### src/rtl/mem_arb_2x8x32.sv
`default_nettype none
// +--------------------------------------------------------------------------+
// | mem_arb_2x8x32 : two-requester arbiter onto a single-port memory        |
// | Optional: define MEM_ARB_RR_EN for round-robin, else fixed priority 0.  |
// | Revision: 1.0                                                            |
// +--------------------------------------------------------------------------+
module mem_arb_2x8x32 #(
  parameter int ADDR_W = 3,
  parameter int DATA_W = 32
) (
  input  logic              clk,
  input  logic              reset_n,
  input  logic              req0,
  input  logic              we0,
  input  logic [ADDR_W-1:0] addr0,
  input  logic [DATA_W-1:0] wdata0,
  input  logic              req1,
  input  logic              we1,
  input  logic [ADDR_W-1:0] addr1,
  input  logic [DATA_W-1:0] wdata1,
  output logic              gnt0,
  output logic              gnt1,
  output logic              rvalid0,
  output logic              rvalid1,
  output logic [DATA_W-1:0] rdata0,
  output logic [DATA_W-1:0] rdata1,
  output logic [ADDR_W-1:0] mem_address,
  output logic              mem_write_enable,
  output logic [DATA_W-1:0] mem_write_data,
  input  logic [DATA_W-1:0] mem_read_data
);

  typedef enum logic [1:0] {
    IDLE   = 2'd0,
    ACCESS = 2'd1,
    RDATA  = 2'd2
  } state_t;

  state_t              state_q, state_d;
  logic                win_q, win_d;
  logic                we_q, we_d;
  logic [ADDR_W-1:0]   addr_q, addr_d;
  logic [DATA_W-1:0]   wdata_q, wdata_d;
  logic [DATA_W-1:0]   rdata0_q, rdata0_d, rdata1_q, rdata1_d;
  logic                rvalid0_q, rvalid0_d, rvalid1_q, rvalid1_d;
  logic                w_sel;

`ifdef MEM_ARB_RR_EN
  logic ptr_q, ptr_d;

  // Contention goes to the pointer; a lone request wins outright.
  assign w_sel = (req0 && req1) ? ptr_q : req1;

  always_comb begin
    ptr_d = ptr_q;
    if (state_q == IDLE && (req0 || req1)) begin
      ptr_d = ~w_sel;
    end
  end

  always_ff @(posedge clk or negedge reset_n) begin
    if (!reset_n) begin
      ptr_q <= 1'b0;
    end else begin
      ptr_q <= ptr_d;
    end
  end
`else
  assign w_sel = ~req0 & req1;
`endif

  always_comb begin
    state_d   = state_q;
    win_d     = win_q;
    we_d      = we_q;
    addr_d    = addr_q;
    wdata_d   = wdata_q;
    rdata0_d  = rdata0_q;
    rdata1_d  = rdata1_q;
    rvalid0_d = 1'b0;
    rvalid1_d = 1'b0;
    case (state_q)
      IDLE: begin
        if (req0 || req1) begin
          win_d   = w_sel;
          we_d    = w_sel ? we1    : we0;
          addr_d  = w_sel ? addr1  : addr0;
          wdata_d = w_sel ? wdata1 : wdata0;
          state_d = ACCESS;
        end
      end
      ACCESS: state_d = we_q ? IDLE : RDATA;
      RDATA: begin
        // Memory output is valid here because its address was registered at the ACCESS edge.
        if (win_q) begin
          rdata1_d  = mem_read_data;
          rvalid1_d = 1'b1;
        end else begin
          rdata0_d  = mem_read_data;
          rvalid0_d = 1'b1;
        end
        state_d = IDLE;
      end
      default: state_d = IDLE;
    endcase
  end

  always_ff @(posedge clk or negedge reset_n) begin
    if (!reset_n) begin
      state_q   <= IDLE;
      win_q     <= 1'b0;
      we_q      <= 1'b0;
      addr_q    <= '0;
      wdata_q   <= '0;
      rdata0_q  <= '0;
      rdata1_q  <= '0;
      rvalid0_q <= 1'b0;
      rvalid1_q <= 1'b0;
    end else begin
      state_q   <= state_d;
      win_q     <= win_d;
      we_q      <= we_d;
      addr_q    <= addr_d;
      wdata_q   <= wdata_d;
      rdata0_q  <= rdata0_d;
      rdata1_q  <= rdata1_d;
      rvalid0_q <= rvalid0_d;
      rvalid1_q <= rvalid1_d;
    end
  end

  assign gnt0             = (state_q == ACCESS) && !win_q;
  assign gnt1             = (state_q == ACCESS) &&  win_q;
  assign mem_write_enable = (state_q == ACCESS) &&  we_q;
  assign mem_address      = addr_q;
  assign mem_write_data   = wdata_q;
  assign rdata0           = rdata0_q;
  assign rdata1           = rdata1_q;
  assign rvalid0          = rvalid0_q;
  assign rvalid1          = rvalid1_q;

endmodule
`default_nettype wire

### config.mk
export PLATFORM = sky130hd
export DESIGN_NAME = mem_arb_2x8x32
export DESIGN_NICKNAME = d
export VERILOG_FILES = /design/src/rtl/mem_arb_2x8x32.sv
export SDC_FILE = /design/constraint.sdc
export NUM_CORES = 1
export LEC_CHECK = 0
export ABC_AREA = 1
export CAP_MARGIN = 20
export CELL_PAD_IN_SITES_DETAIL_PLACEMENT = 0
export CELL_PAD_IN_SITES_GLOBAL_PLACEMENT = 2
export CORE_MARGIN = 3
export CORE_UTILIZATION = 24
export DETAILED_ROUTE_END_ITERATION = 16
export PLACE_DENSITY_LB_ADDON = 0.1
export SKIP_CTS_REPAIR_TIMING = 1
export SLEW_MARGIN = 10
export SYNTH_ARGS = -nofsm -noshare
export SYNTH_HDL_FRONTEND = slang
export SYNTH_SLANG_ARGS = --single-unit
### constraint.sdc
create_clock -name clk -period 2.2 [get_ports clk]
set_input_delay 0.66 -clock clk [delete_from_list [all_inputs] [get_ports clk]]
set_output_delay 0.66 -clock clk [all_outputs]
set_load 0.005 [all_outputs]
==> results of run 1 <==
-- state kept, by name, indices dropped and copies added (netlist names) --
name and count:
rdata0 32, mem_write_data 32, win_q 1, state_q 2, we_q 1, rvalid0 1
rvalid1 1, mem_address 3, rdata1 32
-- routing by layer --
metal / vias up / global-route usage, % / share of wire (%)
met5: - / 0 / 0
met4: 0 / 4.91 / 1.6
met3: 14 / 3.86 / 8.3
met2: 159 / 22.5 / 47
met1: 1845 / 17.7 / 43
li1: 2063 / - / -
-- cells by family after synthesis --
family | synth area share [%]
simple gates | 25.7
compound gates | 7.54
buf+inv | 8.73
flops | 58.0
-- worst paths after layout --
kind | start | to | slack [ns] | cells past startpoint
worst max register to register | win_q | rdata0[21] | 0.81 | 4
worst max-delay path | mem_write_data[2] | mem_write_data[2] | 0.28 | 1
worst min-delay path | reset_n | rdata1[4] | 0.36 | 2
max in group asynchronous | reset_n | state_q[1] | 1.37 | 2
worst min register to register | we_q | state_q[1] | 0.47 | 1
min in group clk | we_q | state_q[1] | 0.47 | 1
-- synthesized netlist by cell type --
master / instances
a21oi_1: 1
dfrtp_1: 105
nor2_1: 6
buf_4: 7
inv_2: 2
clkbuf_2: 4
nand2_1: 245
buf_2: 6
inv_1: 38
nand2_2: 1
buf_6: 12
nor2_2: 1
clkbuf_1: 2
nand3_1: 38
o21ai_4: 1
o21ai_0: 64
nor2_8: 1
-- power groups by stage --
stage / Clock, uW / Sequential (uW) / Combinational [uW]
after global routing: 1750 / 3500 / 4280
after CTS: 1660 / 3380 / 3940
final: 1590 / 3360 / 3830
after detailed placement: 0 / 3400 / 3930
after global placement: 0 / 3390 / 3910
after floorplan: 0 / 3440 / 1350
-- cell usage in the layout (no fill, tap or decap) --
master           count
buf_12               3
nor2_2               1
clkdlybuf4s50_1    207
nand3_2              2
nand3_1             36
clkbuf_16            9
a21oi_1              1
inv_1               38
o21ai_0             64
nor2_1               6
dlymetal6s2s_1       3
dfrtp_2              1
nand2_2              1
nand2_1            245
buf_4               11
nor2_8               1
inv_8                1
o21ai_4              1
clkinv_4             2
clkinv_2             1
inv_6                1
clkinvlp_4           1
dfrtp_1            104
inv_2                2
clkinv_8             1
-- per-stage QoR --
step	utilization, %	cells	worst slack [ns]	hold slack (ns)
2_1_floorplan	-	534	0.824	0.364
3_3_place_gp	37.4	956	0.199	0.449
3_5_place_dp	37.4	956	0.175	0.466
4_1_cts	39.0	972	-0.101	0.394
5_1_grt	39.0	972	0.226	0.413
6_report	39.0	972	0.281	0.364
-- layout make-up --
| cell class | count | area, sq um | share of cell area (%) |
|---|---|---|---|
| flip-flops and latches | 105 | 2630 | 36.9 |
| repair buffers | 224 | 2250 | 31.6 |
| multi-input cells | 358 | 1520 | 21.3 |
| well taps | 229 | 287 | 4.02 |
| clock buffers | 9 | 225 | 3.16 |
| inverters | 40 | 150 | 2.11 |
| clock inverters | 7 | 66.3 | 0.931 |
==> metrics, run 1 <==
clock tree root driver cell clkbuf_16; worst endpoint required time 1.54 ns; post-synthesis to final-layout area growth 57.3%; post-synthesis sequential area ratio 58.0%; sequential cell fraction of total power 38.3%; dpl cell area between 6000 and 7000 sq um; number of vias after detailed routing between 4000 and 5000; result of the run completed; wire length of the first global-routing pass 22300 microns; number of buffers added by the clock tree synthesis step 9; post-layout instance area 7130 sq um; diode insertion count for antenna repair 0; sequence of cells on the critical path clkdlybuf4s50_1; Max VDD drop 0.451 mV; DRT Pass-1 Iters 4; maxcap violations 0; DRC errors left 0; # setup viols final 0; number of port buffers 211; global placement routability congestion 0.741; clock-pin slew on the worst setup and hold paths 0.07 ns; net switching power about 2900 uW; power share of the combinational group between 40% and 50%; critical path's top delay family buffers and inverters; setup tns final 0 ns; Gate Count Post-Synth 534; Cell Rows 49; post-detailed-route via-to-cell ratio 4.20; cell at the slowest stage of the critical path clkdlybuf4s50_1; Post-Syn Nets between 600 and 700; critical path peak fanout 2; Synth warnings 0; clock network fraction of design power 18.1%; Slew headroom 58.7%; chip width 143 microns; leading area contributor after synthesis dfrtp_1; number of hold violations in the final report 0; Final min period 1.92 ns; Final Max Tran Viols 0; actual transition at the worst max-transition pin 0.620 ns; aggregate global routing overflow 0; Tot GR Track Use ~14%; layout cell share with drive strength beyond 1 5.25%; worst skew pair latency 0.36 ns; internal cell power 5890 uW; post-synth cell types 17; critical path start-end classification reg2out; fraction of power spent switching nets 32.9%; CTS HTree Levels 3; data arrival time of the critical path ~1.3 ns; drt total wl 14100 microns; Die Outline Area roughly 20000 sq um; Final ANT Viol Nets 0; Routed wire per std cell 14.5 microns; core region area around 18000 sq um; Pleak between 0.003 and 0.004 uW; period utilisation layout 87.2%; Fin Clk Skew 0.00958 ns; maximum clock rate roughly 0.52 GHz; sort of element at the end of the critical path output port; Buf/Inv on CP 1; layout filler cell count about 1900; post-layout total power 8780 uW; vertical die dimension 143 microns; via count of the first global-routing pass 4195; largest net degree at the start of global routing 106; Crit path largest cell delay between 0.5 and 0.6 ns; Max clock buf depth 2; top post-synthesis cells by area dfrtp_1 58%, nand2_1 20%, o21ai_0 7.1%; TritonCTS clock tree done; startpoint class of the critical path flip-flop; number of antenna violations at the first check in global routing 0; areal power density over the cells 1230 nW/um^2; DRC violation total after the first TritonRoute iteration 169; RSZ-0062 raised after global routing false; initial cell density of the core ~25%; Post-Syn Area 4530 sq um; classification of the worst-slack hold path in2async; num ports 212; number of synthesized register bits 105; final net count 846; Avg Cell Area, Syn 8.48 sq um; DP Wirelength 9900 microns; number of clock sinks seen by CTS 105; share of the synthesized area in the top cell type 58.0%
No activity file was read; power rests on OpenSTA's default activity.
==> run 2, diff against run 1 <==
--- a/config.mk
+++ b/config.mk
@@ -12,6 +12,7 @@
 export CORE_MARGIN = 3
 export CORE_UTILIZATION = 24
 export DETAILED_ROUTE_END_ITERATION = 16
+export HOLD_SLACK_MARGIN = 0.02
 export PLACE_DENSITY_LB_ADDON = 0.1
 export SKIP_CTS_REPAIR_TIMING = 1
 export SLEW_MARGIN = 10
==> results of run 2 <==
Final layout, timing and power as in run 1 (identical DEF).
